$ cat src/rtl/binary_to_bcd_seq_if.sv
// Handshake bundle for the binary-to-BCD converter: a val/rdy input channel
// carrying the binary word and a val/rdy output channel carrying packed BCD.
interface binary_to_bcd_seq_if;
  logic        in_val;
  logic        in_rdy;
  logic [15:0] in_bin;
  logic        out_val;
  logic        out_rdy;
  logic [19:0] out_bcd;

  modport master (
    output in_val, in_bin, out_rdy,
    input  in_rdy, out_val, out_bcd
  );

  modport slave (
    input  in_val, in_bin, out_rdy,
    output in_rdy, out_val, out_bcd
  );
endinterface

$ cat src/rtl/binary_to_bcd_seq.sv
// Sequential double-dabble: 16-bit unsigned binary to five packed BCD digits,
// one adjust+shift step per cycle, with val/rdy handshakes on both sides.
module binary_to_bcd_seq (
  input  logic                 clk,
  input  logic                 rst,
  binary_to_bcd_seq_if.slave   bus
);
  localparam int NUM_DIG = 5;
  localparam int DIG_W   = 4;

  typedef enum logic [1:0] {
    S_IDLE = 2'd0,
    S_CALC = 2'd1,
    S_DONE = 2'd2
  } state_t;

  state_t                          state_q, state_d;
  logic [15:0]                     bin_q, bin_d;
  logic [NUM_DIG*DIG_W-1:0]        bcd_q, bcd_d;
  logic [3:0]                      cnt_q, cnt_d;
  logic [NUM_DIG*DIG_W-1:0]        res_q, res_d;
  logic                            in_rdy_q, in_rdy_d;
  logic                            out_val_q, out_val_d;

  logic [NUM_DIG-1:0][DIG_W-1:0]   dig_adj;
  logic [NUM_DIG*DIG_W+15:0]       sh_all;
  logic [NUM_DIG*DIG_W-1:0]        bcd_sh;
  logic [15:0]                     bin_sh;

  // Add-3 correction on every working digit before the shift.
  for (genvar g = 0; g < NUM_DIG; g++) begin : g_dig
    logic [DIG_W-1:0] d;
    assign d          = bcd_q[g*DIG_W +: DIG_W];
    assign dig_adj[g] = (d >= 4'd5) ? d + 4'd3 : d;
  end

  assign sh_all = {dig_adj, bin_q} << 1;
  assign bcd_sh = sh_all[35:16];
  assign bin_sh = sh_all[15:0];

  always_comb begin
    state_d   = state_q;
    bin_d     = bin_q;
    bcd_d     = bcd_q;
    cnt_d     = cnt_q;
    res_d     = res_q;
    in_rdy_d  = in_rdy_q;
    out_val_d = out_val_q;
    case (state_q)
      S_IDLE: begin
        if (bus.in_val) begin
          bin_d    = bus.in_bin;
          bcd_d    = '0;
          cnt_d    = '0;
          state_d  = S_CALC;
          in_rdy_d = 1'b0;
        end
      end
      S_CALC: begin
        bin_d = bin_sh;
        bcd_d = bcd_sh;
        cnt_d = cnt_q + 4'd1;
        if (cnt_q == 4'd15) begin
          res_d     = bcd_sh;
          state_d   = S_DONE;
          out_val_d = 1'b1;
        end
      end
      S_DONE: begin
        if (bus.out_rdy) begin
          state_d   = S_IDLE;
          in_rdy_d  = 1'b1;
          out_val_d = 1'b0;
        end
      end
      default: begin
        state_d   = S_IDLE;
        in_rdy_d  = 1'b1;
        out_val_d = 1'b0;
      end
    endcase
  end

  always_ff @(posedge clk) begin
    if (rst) begin
      state_q   <= S_IDLE;
      bin_q     <= '0;
      bcd_q     <= '0;
      cnt_q     <= '0;
      res_q     <= '0;
      in_rdy_q  <= 1'b1;
      out_val_q <= 1'b0;
    end else begin
      state_q   <= state_d;
      bin_q     <= bin_d;
      bcd_q     <= bcd_d;
      cnt_q     <= cnt_d;
      res_q     <= res_d;
      in_rdy_q  <= in_rdy_d;
      out_val_q <= out_val_d;
    end
  end

  // Handshake outputs come straight from flops, so they depend on state only.
  assign bus.in_rdy  = in_rdy_q;
  assign bus.out_val = out_val_q;
  assign bus.out_bcd = res_q;
endmodule

$ cat src/flat_wrapper.sv
// flat-port wrapper written by rule: the top's interface ports become plain ports
module binary_to_bcd_seq_flat 
  (clk, rst, bus_in_val, bus_in_bin, bus_out_rdy, bus_in_rdy, bus_out_val, bus_out_bcd);
  binary_to_bcd_seq_if bus_i ();
  input  logic clk;
  input  logic rst;
  input wire logic [$bits(bus_i.in_val)-1:0] bus_in_val;
  input wire logic [$bits(bus_i.in_bin)-1:0] bus_in_bin;
  input wire logic [$bits(bus_i.out_rdy)-1:0] bus_out_rdy;
  output wire logic [$bits(bus_i.in_rdy)-1:0] bus_in_rdy;
  output wire logic [$bits(bus_i.out_val)-1:0] bus_out_val;
  output wire logic [$bits(bus_i.out_bcd)-1:0] bus_out_bcd;
  assign bus_i.in_val = bus_in_val;
  assign bus_i.in_bin = bus_in_bin;
  assign bus_i.out_rdy = bus_out_rdy;
  assign bus_in_rdy = bus_i.in_rdy;
  assign bus_out_val = bus_i.out_val;
  assign bus_out_bcd = bus_i.out_bcd;
  binary_to_bcd_seq u_core (.clk(clk), .rst(rst), .bus(bus_i));
endmodule
$ cat config.mk
export PLATFORM = sky130hd
export DESIGN_NAME = binary_to_bcd_seq_flat
export DESIGN_NICKNAME = d
export VERILOG_FILES = /design/src/rtl/binary_to_bcd_seq_if.sv /design/src/rtl/binary_to_bcd_seq.sv /design/src/flat_wrapper.sv
export SDC_FILE = /design/constraint.sdc
export NUM_CORES = 1
export LEC_CHECK = 0
export ABC_AREA = 1
export CORE_ASPECT_RATIO = 0.8
export CORE_UTILIZATION = 54
export CTS_CLUSTER_DIAMETER = 60
export DETAILED_ROUTE_END_ITERATION = 10
export GPL_ROUTABILITY_DRIVEN = 0
export PLACE_DENSITY = 0.79
export SYNTH_ARGS = -nofsm -noshare
export SYNTH_HDL_FRONTEND = slang
export SYNTH_SLANG_ARGS = --single-unit
$ cat constraint.sdc
create_clock -name clk -period 1.81 [get_ports clk]
set_input_delay 0.4525 -clock clk [delete_from_list [all_inputs] [get_ports clk]]
set_output_delay 0.4525 -clock clk [all_outputs]
set_load 0.01 [all_outputs]
==> summary.md <==
| Metric | Value |
|---|---|
| IO Count | `42` |
| Final min period | `around 1.7 ns` |
| Reg clk slew, reported paths | `about 0.07 ns` |
| Vias in the first global route | `2777` |
| Hold slack | `0.460 ns` |
| RSZ-0062 raised after global routing | `no` |
| Ant. Diodes | `0` |
| Worst slew pin tran | `0.321 ns` |
| Die Ht | `approximately 69 um` |
| Post-synth top area share | `a little over two fifths` |
| Worst hold path class | `reg2reg` |
| Final Max Slew Viols | `0` |
| First-pass GRT wire length | `11800 um` |
| Port-buffer cells | `41` |
| Routed wire per std cell | `11.7 um` |
| Post-synth top flop | `dfxtp_1` |
| Setup_tns | `0 ns` |
| CP Capture Type | `output pin` |
| Cell with the most instances after synthesis | `nand2_1` |
| Highest cell delay on the worst timing path | `0.54 ns` |
| Inserted Clock Buffers | `9` |
| Power, Total | `2860 uW` |
| Total Routing Usage GR | `24.7%` |
| Final setup vio count | `0` |
| Vias/cell | `4.99` |
| Core Rows | `24` |
| Peak VDD IR | `607 uV` |
| Routed via count | `about 2900` |
| Pleak | `0.00159 uW` |
| Highest routed layer | `met4` |
| Initial antenna violation count | `0` |
| Skew final | `0.00692 ns` |
| Post-synth EDFFs | `0` |
| Synth async-reset ratio | `0%` |
| CTS tree | `yes` |
| Period utilization | `93.7%` |
| Placed insts | `560` |
| Starting DRT DRC Count | `159` |
| Antenna viol nets, final | `0` |
| Clock Latency Late Sink | `0.34 ns` |
| PostCTS Resize Cnt | `0` |
| Syn Nets | `482` |
| Area Growth Syn to Fin | `22.3%` |
| Deepest clock path buffer count | `2` |
| Die Footprint | `slightly below 0.006 mm2` |
| Max-cap viol count | `0` |
| Residual DRC | `0` |
| Cell count after synthesis | `451` |
| H-Tree Level Count | `3` |
| Critical-path top delay cell | `clkdlybuf4s50_1` |
| Grt ovf | `0` |
| Number of distinct library cells after synthesis | `25` |
| WP data arrival | `around 1.2 ns` |
| Biggest area consumer among synthesized cells | `dfxtp_1` |
| Non-Filler Instances | `576` |
| Status | `completed` |
| Layout net count | `524` |
| Largest cells by area after synthesis | `dfxtp_1 42%, nand2_1 20%, nand3_1 5.7%` |
| Fmax | `0.590 GHz` |
| Core area | `0.00547 mm2` |
| Root buf cell | `clkbuf_8` |
| Initial Util | `56.0%` |
| Crit path cell chain | `clkdlybuf4s50_1` |
| CP Buf/Inv Count | `1` |
| CP Class | `reg2out` |
| Clk sinks | `between 60 and 70` |
| DRT Pass-1 Iters | `5` |
| CP required | `1.36 ns` |
| Crit path max fanout | `2` |
| Hold Violations, Final | `0` |
| Cell Area, Synth | `0.00306 mm2` |
| Hold_buf cts | `0` |
| DP Area | `approximately 0.0036 mm2` |
| Die Width | `86.1 um` |
| Post-CTS Setup Inserts | `0` |
| FF+latch count, synth | `between 60 and 70` |
| Met2 WL post-DR | `3190 um` |
| Largest net degree at the start of global routing | `40` |
| PwrDens | `about 760 mW/mm2` |
| Crit-path leading delay family | `buffers and inverters` |
| Met3 routed wirelength | `266 um` |
| Dpl hpwl | `4580 um` |
| Startpoint types | `register` |
| Share of layout cells above drive strength 1 | `6.43%` |
| Routed WL | `6730 um` |
| Yosys warns | `0` |
| Post-route cell area | `0.00374 mm2` |
| Max-slew headroom | `78.5%` |
| Mean Syn Cell Area | `between 6 and 7 um2` |
| Most frequent cells after synthesis | `167 x nand2_1, 64 x dfxtp_1, 45 x inv_1, 35 x nand3_1` |
| Register area share after synthesis | `approximately two fifths` |
| DRT met1 WL | `3150 um` |
per-layer routing:
layer | vias up | global-route usage [%]
li1 | 1516 | -
met1 | 1292 | 29.5
met2 | 53 | 42.8
met3 | 13 | 6.55
met4 | 0 | 8.52
met5 | - | 0
worst register-to-register path: cells and delay by family (launching register included):
kind	cells	cell delay (ns)
AND/OR/NAND/NOR	2	0.46
adder cells (fa/ha/maj)	1	0.21
flip-flops	1	0.39
AO/OA/AOI/OAI	1	0.18
buffers and inverters	2	0.26
flip-flops by register name, summed over array words and instances, names as in the netlist:
| name | flops |
|---|---|
| u_core.bin_q | 16 |
| u_core.bus.out_bcd | 20 |
| u_core.cnt_q | 4 |
| u_core.bus.in_rdy | 1 |
| u_core.state_q | 2 |
| u_core.bcd_q | 20 |
| u_core.bus.out_val | 1 |
final timing paths:
kind / startpoint / endpoint / slack (ns) / cells past startpoint
worst min register to register: u_core.bus.in_rdy / u_core.bus.in_rdy / 0.46 / 1
worst max register to register: u_core.cnt_q[0] / u_core.bus.out_bcd[9] / 0.19 / 6
worst min-delay path: u_core.bus.in_rdy / u_core.bus.in_rdy / 0.46 / 1
worst max-delay path: u_core.bus.out_val / bus_out_val / 0.11 / 1
placed cells by master, fill, tap and decap left out:
master and n:
a21o_1 1, a21oi_1 33, a31oi_1 9, and3_1 1, buf_12 3, buf_2 1, buf_4 5, bufinv_16 1
clkbuf_1 1, clkbuf_8 9, clkdlybuf4s50_1 40, clkinv_1 1, clkinv_2 3, clkinvlp_4 2, dfxtp_1 64, ha_1 11
inv_1 45, inv_2 4, mux2i_1 1, nand2_1 167, nand3_1 35, nand4_1 10, nor2_1 33, nor2_2 1
nor2_4 3, nor3_1 1, o21a_1 1, o21ai_0 9, o21ai_1 3
through the flow:
| step | setup slack (ns) | utilization, % |
|---|---|---|
| global route | 0.0700 | 68.5 |
| CTS | 0.0989 | 68.5 |
| floorplan | 0.515 | - |
| finish | 0.115 | 68.5 |
| detailed placement | 0.0993 | 65.0 |
| global placement | 0.144 | 65.0 |
report_power, final:
part	total [uW]	internal, uW	switching [uW]
clock	1170	628	545
sequential	1460	1440	20.1
combinational	224	94.4	130
final cells by class:
| type | instances | area, um2 |
|---|---|---|
| fillers | 502 | 1720 |
| inverters | 50 | 188 |
| well taps | 78 | 97.6 |
| clock buffers | 10 | 128 |
| multi-input cells | 319 | 1480 |
| repair buffers | 49 | 503 |
| clock inverters | 6 | 60.1 |
| flip-flops and latches | 64 | 1280 |
logic make-up (layout without fill, tap and decap cells):
kind of cell | after synthesis | count (layout) | share of synthesized area (%)
buffers and inverters | 68 | 115 | 9.57
muxes | 1 | 1 | 0.327
DFF | 64 | 64 | 41.9
adders and majority gates | 11 | 11 | 4.50
AOI/OAI and AO/OA | 56 | 56 | 9.70
and+or+nand+nor | 251 | 251 | 34.0
Power figures use the tool's default switching activity.
